File: config.mk
export PLATFORM = sky130hd
export DESIGN_NAME = mem_ctl_burst
export DESIGN_NICKNAME = d
export VERILOG_FILES = /design/src/rtl/mem_ctl_pkg.sv /design/src/rtl/mem_ctl_wdog.sv /design/src/rtl/mem_ctl_burst.sv
export SDC_FILE = /design/constraint.sdc
export NUM_CORES = 1
export LEC_CHECK = 0
export ABC_CLOCK_PERIOD_IN_PS = 3000
export CAP_MARGIN = 0
export CORE_ASPECT_RATIO = 0.6
export CORE_MARGIN = 5
export CORE_UTILIZATION = 40
export DETAILED_ROUTE_END_ITERATION = 6
export PLACE_DENSITY_LB_ADDON = 0.15
export SYNTH_ARGS = -nofsm -noshare
export SYNTH_HDL_FRONTEND = slang
export SYNTH_SLANG_ARGS = --single-unit
export TNS_END_PERCENT = 30
File: constraint.sdc
create_clock -name clk -period 3 [get_ports clk]
set_input_delay 0.3 -clock clk [delete_from_list [all_inputs] [get_ports clk]]
set_output_delay 0.3 -clock clk [all_outputs]
set_load 0.01 [all_outputs]
File: src/rtl/mem_ctl_pkg.sv
// Shared types and default widths for the burst memory controller.
// The state encoding is private to the controller; only its names are shared.
package mem_ctl_pkg;

    localparam int ADDR_W_DEF  = 8;
    localparam int DATA_W_DEF  = 16;
    localparam int LEN_W_DEF   = 4;
    localparam int TIMEOUT_DEF = 1024;

    typedef enum logic [3:0] {
        IDLE,
        W_REQ,
        W_REL,
        W_ACK,
        C_ACK,
        R_REQ,
        R_REL,
        R_OUT,
        R_OREL,
        ERR
    } state_e;

    // States in which the controller is waiting on an external party.
    function automatic logic is_wait_state(input state_e s);
        return (s != IDLE) && (s != ERR);
    endfunction

endpackage

File: src/rtl/mem_ctl_wdog.sv
// Watchdog: counts cycles spent in one state and flags expiry on the
// TIMEOUT-th cycle. TIMEOUT=0 disables it entirely.
module mem_ctl_wdog #(
    parameter int TIMEOUT = 1024
) (
    input  logic clk,
    input  logic rst_n,
    input  logic restart,
    input  logic enable,
    output logic expire
);

    localparam int CNT_W = (TIMEOUT > 0) ? $clog2(TIMEOUT + 1) : 1;
    localparam logic [CNT_W-1:0] LIMIT = (TIMEOUT > 0) ? CNT_W'(TIMEOUT - 1) : '0;

    logic [CNT_W-1:0] count_q, count_d;

    always_comb begin
        count_d = count_q;
        if (restart || !enable) begin
            count_d = '0;
        end else if (count_q != LIMIT) begin
            count_d = count_q + 1'b1;
        end
    end

    always_ff @(posedge clk or negedge rst_n) begin
        if (!rst_n) begin
            count_q <= '0;
        end else begin
            count_q <= count_d;
        end
    end

    // count_q == LIMIT means this is the TIMEOUT-th cycle in the current state.
    assign expire = (TIMEOUT > 0) && enable && (count_q == LIMIT);

endmodule

File: src/rtl/mem_ctl_burst.sv
// Four-phase command port to four-phase memory port bridge with single-word
// writes, auto-incrementing read bursts, a watchdog and a sticky error state.
module mem_ctl_burst
    import mem_ctl_pkg::*;
#(
    parameter int ADDR_W  = ADDR_W_DEF,
    parameter int DATA_W  = DATA_W_DEF,
    parameter int LEN_W   = LEN_W_DEF,
    parameter int TIMEOUT = TIMEOUT_DEF
) (
    input  logic              clk,
    input  logic              rst_n,
    input  logic              din_valid,
    input  logic              wen,
    input  logic [ADDR_W-1:0] din_addr,
    input  logic [DATA_W-1:0] din_data,
    input  logic [LEN_W-1:0]  din_len,
    output logic              din_ack,
    output logic              dout_valid,
    input  logic              dout_ack,
    output logic [DATA_W-1:0] dout_data,
    output logic              dout_last,
    output logic              mem_write,
    output logic              mem_read,
    output logic [ADDR_W-1:0] mem_addr,
    output logic [DATA_W-1:0] mem_wdata,
    input  logic [DATA_W-1:0] mem_rdata,
    input  logic              mem_done,
    output logic              busy,
    output logic              err,
    input  logic              err_clr
);

    state_e            state_q, state_d;
    logic [ADDR_W-1:0] addr_q, addr_d;
    logic [DATA_W-1:0] wdata_q, wdata_d;
    logic [DATA_W-1:0] dout_data_q, dout_data_d;
    logic [LEN_W-1:0]  len_q, len_d;
    logic [LEN_W-1:0]  beat_q, beat_d;
    logic              din_ack_q, din_ack_d;
    logic              dout_valid_q, dout_valid_d;
    logic              dout_last_q, dout_last_d;
    logic              mem_write_q, mem_write_d;
    logic              mem_read_q, mem_read_d;
    logic              busy_q, busy_d;
    logic              err_q, err_d;
    logic              wd_expire;

    mem_ctl_wdog #(
        .TIMEOUT (TIMEOUT)
    ) u_wdog (
        .clk     (clk),
        .rst_n   (rst_n),
        .restart (state_d != state_q),
        .enable  (is_wait_state(state_q)),
        .expire  (wd_expire)
    );

    // NOTE: every variable gets a default before the case so no path can
    // leave one unassigned and infer a latch.
    always_comb begin
        state_d     = state_q;
        addr_d      = addr_q;
        wdata_d     = wdata_q;
        len_d       = len_q;
        beat_d      = beat_q;
        dout_data_d = dout_data_q;

        case (state_q)
            IDLE: begin
                if (din_valid) begin
                    addr_d  = din_addr;
                    wdata_d = din_data;
                    len_d   = din_len;
                    beat_d  = '0;
                    state_d = wen ? W_REQ : C_ACK;
                end
            end
            W_REQ:  if (mem_done)   state_d = W_REL;
            W_REL:  if (!mem_done)  state_d = W_ACK;
            W_ACK:  if (!din_valid) state_d = IDLE;
            C_ACK:  if (!din_valid) state_d = R_REQ;
            R_REQ: begin
                if (mem_done) begin
                    dout_data_d = mem_rdata;
                    state_d     = R_REL;
                end
            end
            R_REL:  if (!mem_done)  state_d = R_OUT;
            R_OUT:  if (dout_ack)   state_d = R_OREL;
            R_OREL: begin
                if (!dout_ack) begin
                    if (beat_q == len_q) begin
                        state_d = IDLE;
                    end else begin
                        beat_d  = beat_q + 1'b1;
                        addr_d  = addr_q + 1'b1;
                        state_d = R_REQ;
                    end
                end
            end
            ERR: begin
                if (err_clr && !mem_done && !din_valid) state_d = IDLE;
            end
            default: state_d = IDLE;
        endcase

        // A stalled handshake always loses to the watchdog.
        if (wd_expire) state_d = ERR;

        din_ack_d    = (state_d == W_ACK) || (state_d == C_ACK);
        mem_write_d  = (state_d == W_REQ);
        mem_read_d   = (state_d == R_REQ);
        dout_valid_d = (state_d == R_OUT);
        dout_last_d  = (state_d == R_OUT) && (beat_d == len_d);
        busy_d       = (state_d != IDLE);
        err_d        = (state_d == ERR);
    end

    // NOTE: state and outputs update with non-blocking assignments so every
    // flop samples the pre-edge values regardless of statement order.
    always_ff @(posedge clk or negedge rst_n) begin
        if (!rst_n) begin
            state_q      <= IDLE;
            addr_q       <= '0;
            wdata_q      <= '0;
            dout_data_q  <= '0;
            len_q        <= '0;
            beat_q       <= '0;
            din_ack_q    <= 1'b0;
            dout_valid_q <= 1'b0;
            dout_last_q  <= 1'b0;
            mem_write_q  <= 1'b0;
            mem_read_q   <= 1'b0;
            busy_q       <= 1'b0;
            err_q        <= 1'b0;
        end else begin
            state_q      <= state_d;
            addr_q       <= addr_d;
            wdata_q      <= wdata_d;
            dout_data_q  <= dout_data_d;
            len_q        <= len_d;
            beat_q       <= beat_d;
            din_ack_q    <= din_ack_d;
            dout_valid_q <= dout_valid_d;
            dout_last_q  <= dout_last_d;
            mem_write_q  <= mem_write_d;
            mem_read_q   <= mem_read_d;
            busy_q       <= busy_d;
            err_q        <= err_d;
        end
    end

    assign din_ack    = din_ack_q;
    assign dout_valid = dout_valid_q;
    assign dout_last  = dout_last_q;
    assign dout_data  = dout_data_q;
    assign mem_write  = mem_write_q;
    assign mem_read   = mem_read_q;
    assign mem_addr   = addr_q;
    assign mem_wdata  = wdata_q;
    assign busy       = busy_q;
    assign err        = err_q;

endmodule

## After elaboration in Yosys (flattened, before gate mapping)

Index checks and enable logic that the tools add are counted.

| operators by class | value |
|---|---|
| $add $sub $neg | 3 |
| equal/unequal tests | 24 |
| mux-type cells | 26 |
| reductions and logical operators | 18 |

Operator list:

| operator | number |
|---|---|
| two-way mux 4 bit | 16 |
| one-hot mux 4 bit (10 select lines) | 1 |
| equality test 4 x 3 -> 1 bit, second input constant | 7 |
| two-way mux 8 bit | 3 |
| two-way mux 11 bit | 2 |
| one-hot mux 8 bit (2 select lines) | 1 |
| equality test 4 x 2 -> 1 bit, second input constant | 3 |
| equality test 4 bit, second input constant | 3 |
| adder 11 x 1 -> 11 bit, second input constant | 1 |
| equality test 11 x 10 -> 1 bit, second input constant | 1 |
| != test 11 x 10 -> 1 bit, second input constant | 1 |
| adder 8 x 1 -> 8 bit, second input constant | 1 |
| equality test 4 x 1 -> 1 bit, second input constant | 2 |
| equality test 4 bit | 2 |
| one-hot mux 4 bit (2 select lines) | 1 |
| nonzero test 4 bit | 2 |
| two-way mux 3 bit | 2 |
| != test 2 bit, second input constant | 3 |
| logical AND 1 bit | 5 |
| adder 4 x 1 -> 4 bit, second input constant | 1 |
| zero test 4 bit | 1 |
| != test 4 bit | 1 |
| != test 4 bit, second input constant | 1 |
| AND reduction 2 bit | 2 |
| other kinds (4) | 8 |

| storage, ports and cells | value |
|---|---|
| flip-flop bits (word level) | 70 |
| bits of input ports | 51 |
| output and inout bits | 47 |
| logic and storage cells | 85 |

## Depth between registers and ports, before layout

| depth | value |
|---|---|
| depth after elaboration | 9 |
| mapped depth | 9 |
| mapped depth without buffers | 7 |

## Hierarchy

From an unflattened synthesis, not the netlist that was laid out.

| second synthesis, totals | value |
|---|---|
| cells, all modules | 323 |
| area total of the unflattened synthesis | 3,393.3 µm² |

Modules (own cells, without submodules):

| module | times used | cells each | area an instance (µm²) | seq. area each (µm²) |
|---|---|---|---|---|
| mem_ctl_burst | 1 | 268 | 2,800.2 | 1,476.4 |
| mem_ctl_wdog | 1 | 55 | 593.1 | 275.3 |

## Worst setup path after synthesis

OpenSTA, ideal clock, no wires.

| timing | value |
|---|---|
| path kind | reg2reg |
| from | register u_wdog.count_q[0] |
| to | register u_wdog.count_q[4] |
| library setup time | 0.137 ns |
| arrival time | 1.980 ns |
| data required time | 2.863 ns |
| setup slack | 0.882 ns |
| stages on the path, launching flop included | 9 |
| path buffers | 1 |
| period minus slack after synthesis | 2.118 ns |
| path through | dfrtp_1 ha_1 and4b_1 and3_1 o21ai_1 nor3b_4 mux2i_1 buf_6 nor3_1 |

| on the way | value |
|---|---|
| longest elaborated chain between the ends | 6 |
| elaborated cells on any way between the ends | 10 |
| classes of those cells | add/sub (1); eq/ne (3); mux (3); reduce/logical (3) |

Ends and longest elaborated chain:

| what | line | RTL |
|---|---|---|
| from (decl) | mem_ctl_wdog.sv:16 | `logic [CNT_W-1:0] count_q, count_d;` |
| from (signal assigned) | mem_ctl_wdog.sv:31 | `count_q <= count_d;` |
| branches (longest 6 deep; another with adder 11 x 1 -> 11 bit) | -- |  |

Parallel ways; which one is timed is not known. The select of a mux whose other input is x is not followed.
A chain may end at the register's enable or synchronous reset.

## Worst setup path in the final report

| timing | value |
|---|---|
| from | register state_q[0] |
| to | register dout_last_q (netlist: dout_last) |

| on the way | value |
|---|---|
| longest elaborated chain between the ends | 6 |
| elaborated cells on any way between the ends | 31 |
| classes of those cells | eq/ne (12); mux (14); reduce/logical (5) |

Ends and longest elaborated chain:

| what | line | RTL |
|---|---|---|
| from (decl) | mem_ctl_burst.sv:34 | `state_e state_q, state_d;` |
| from (signal assigned) | mem_ctl_burst.sv:138 | `state_q <= state_d;` |
| branches (longest 3 deep; another with one-hot mux 4 bit (10 select lines)) | -- |  |
| two-way mux 4 bit (*) | mem_ctl_burst.sv:109 | `if (wd_expire) state_d = ERR;` |
| via state_d[1] | mem_ctl_burst.sv:34 |  |
| equality test 4 x 3 -> 1 bit (*) | -- |  |
| via dout_valid_d | mem_ctl_burst.sv:41 | `logic dout_valid_q, dout_valid_d;` |
| logical AND 1 bit (*) | mem_ctl_burst.sv:115 | `dout_last_d = (state_d == R_OUT) && (beat_d == len_d);` |
| via dout_last_d | mem_ctl_burst.sv:42 | `logic dout_last_q, dout_last_d;` |
| to (signal assigned) | mem_ctl_burst.sv:146 | `dout_last_q <= dout_last_d;` |
| to (decl) | mem_ctl_burst.sv:42 |  |

Mark *: on every way through the listed nets, which the timed path passes.

==> key figures <==
Outcome
  – Status: complete, no violations

Drt
  – WL met1: 4.16 mm
  – Met3 routed wirelength: 1.04 mm
  – Total Wirelength: 8.61 mm
  – Met2 wire len: 3.28 mm
  – Antenna viol nets, final: 0
  – Uppermost layer routed: met4
  – Initial DRC count: approximately 140
  – Drt first pass iters: 4
  – DRC viols: 0
  – Routed vias/inst: around 5.3
  – Vias: 2795
  – Wire per inst: around 16 um

Place
  – Buffers on Ports: 97
  – RD Place Congestion: 0.904
  – Post-DP Area: about 4600 um2
  – DP Worst Slack: 0.394 ns
  – Detailed Place HPWL: around 6.4 mm

Flow run
  – Max Cap Viol: 0

Worst setup path
  – Sequence of cells on the critical path: buf_4 -> or3_1 -> a41o_1 -> a22oi_2 -> o211a_1 -> o311ai_1 -> nor4b_2
  – R2R Setup Slk: 0.58 ns
  – Kind of critical path: reg2reg
  – Data arrival time of the critical path: 2.66 ns
  – RR Startpoint: state_q[0]$_DFF_PN0_
  – Max stage delay on crit path: between 0.5 and 0.6 ns
  – Crit path max-delay cell type: dfrtp_1
  – CP required: 3.24 ns
  – Critical Path Sink Type: flop
  – Critical Path Source Type: flop
  – CP startpoint: state_q[0]$_DFF_PN0_
  – CP Max Fanout: 11

Floorplanning
  – Core Box Area: 8590 um2
  – Row cnt: 26
  – Die area: 11000 um2
  – Ports: 98
  – Die H: 83.1 um
  – Die Span X: 132 um
  – Initial Util: 41.5%

Synthesis
  – Cells after Synth: around 310
  – Top FF cell, synth: dfrtp_1
  – Post-synth top cells: 70 x dfrtp_1, 36 x mux2_2, 22 x nand3_1
  – Synth area leader: dfrtp_1
  – Post-Syn Area: between 3000 and 4000 um2
  – EDFF count, synth: 0
  – Largest cells by area after synthesis: dfrtp_1 49%, mux2_2 11%, nand3_1 3.1%
  – Most frequent cell after synthesis: dfrtp_1
  – Yosys warns: 0
  – Syn nets: around 370
  – Avg Inst Size Synth: 11.4 um2
  – Yosys reg bits: 70
  – Ys async rst share: 100%
  – Synth unique cells: 62
  – Area share of the largest cell type after synthesis: about half
  – Sequential share of the synthesized area: 49.1%

Clock tree
  – Sinks on Clock Net: 70
  – Resized cells post-CTS: 0
  – CTS tree: built
  – H-tree depth: 3
  – Total CTS buffers: 9
  – # hold bufs at CTS: 1
  – Setup Fix Bufs, Post-CTS: 0
  – CTS root buf: clkbuf_16
  – Skew-Pair Late Insertion Delay: ~0.34 ns
  – CTS clk-pin slew, worst paths: around 0.050 ns
  – Clk buf depth: 2

Cells and area
  – Share of cells above drive strength 1: 19.3%
  – Fin nets: 470
  – Area grow syn2layout: 39.5%
  – Antenna cells: 0
  – Design area: approximately 5000 um2

Global routing
  – Largest net degree at the start of global routing: 28
  – Initial antenna violation count: 0
  – Global route overflow: 0
  – Number of global-route vias before repair: 2947
  – Tot GR Track Use: 16.6%
  – First-pass GRT wire length: 14.8 mm

STA
  – Fin Clk Skew: 0.00527 ns
  – RSZ-0062 raised after global routing: no
  – Final WS setup: just under 0.6 ns
  – Setup tns final: 0 ns
  – Final Hold Fails: 0
  – Final Cycle Share: 80.5%
  – Least-Margin Pin Slew: 0.538 ns
  – Setup-failing EPs final: 0
  – Final min period: 2.42 ns
  – WHS: ~0.44 ns
  – Max frequency: approximately 0.41 GHz
  – Slew Viols, Final: 0
  – Worst rel slew slack: 64.2%

Min path
  – Hold WC Path Type: in2async

Power and ir drop
  – PD cells: 1010 nW/um2
  – LEAKAGE: between 2 and 2.5 nW
  – Total power: 5.01 mW
  – Peak supply drop: approximately 0.52 mV
layout make-up:
cell class | count | area [um2]
clock buffer | 12 | 246
clock inverter | 3 | 68.8
fill | 733 | 3610
inverter | 4 | 15.0
multi-input combinational | 223 | 1700
sequential | 70 | 1750
tap | 112 | 140
timing repair buffer | 108 | 1050
metrics by stage:
stage	utilization, %	cells
5_1_grt	57.9	532
3_5_place_dp	54.1	516
6_report	57.9	532
2_1_floorplan	-	312
3_3_place_gp	54.1	516
4_1_cts	57.9	532
per-layer routing:
metal / GRT usage, % / up-vias
li1: - / 1351
met1: 23.0 / 1337
met2: 21.4 / 94
met3: 9.18 / 13
met4: 5.88 / 0
met5: 0 / -
logic make-up (layout without fill, tap and decap cells):
group	Yosys count	after routing	synth area share, %
multiplexers	41	41	13.1
AND/OR/NAND/NOR	108	108	18.6
adder cells (fa/ha/maj)	3	3	1.05
flip-flops	70	70	49.1
AO/OA/AOI/OAI	57	57	11.5
buffers and inverters	19	127	3.19
XOR/XNOR	14	14	3.44
where the power goes:
group	internal [mW]	total [mW]	switching, mW	leakage, nW
clock	0.747	1.13	0.385	0.153
sequential	1.32	1.62	0.307	0.871
combinational	1.20	2.25	1.06	1.07
total	3.26	5.01	1.75	2.10
critical path, delay by kind of cell (launching register included):
family	cells	cell delay, ns
AOI/OAI and AO/OA	4	0.94
buffers and inverters	1	0.25
DFF	1	0.53
and+or+nand+nor	2	0.60
cells in the final DEF (no fill, tap or decap), drive strengths merged, types with 4 or more instances in the layout:
master / instances
mux2: 36
inv: 4
buf: 11
nand2: 21
xor2: 8
a21oi: 13
clkdlybuf4s50: 96
o21ai: 15
nor2: 14
nor2b: 4
dfrtp: 70
nor3: 14
clkbuf: 12
and3: 8
mux2i: 5
nand2b: 4
xnor2: 6
nand3: 22
path summary, 6_finish.rpt:
path	to	depth (start not counted)
max	dout_last$_DFF_PN0_	7
min	dout_data[6]$_DFFE_PN0P_	2
max reg2reg	dout_last$_DFF_PN0_	7
min reg2reg	dout_data[2]$_DFFE_PN0P_	1
max in group asynchronous	err$_DFF_PN0_	3
min in group clk	dout_data[2]$_DFFE_PN0P_	1
state kept, by name, summed over array words and instances (netlist names):
name	flops
u_wdog.count_q	11
beat_q	4
state_q	4
din_ack	1
mem_write	1
busy	1
dout_last	1
dout_valid	1
len_q	4
dout_data	16
mem_read	1
mem_addr	8
mem_wdata	16
err	1
Power figures use the tool's default switching activity.
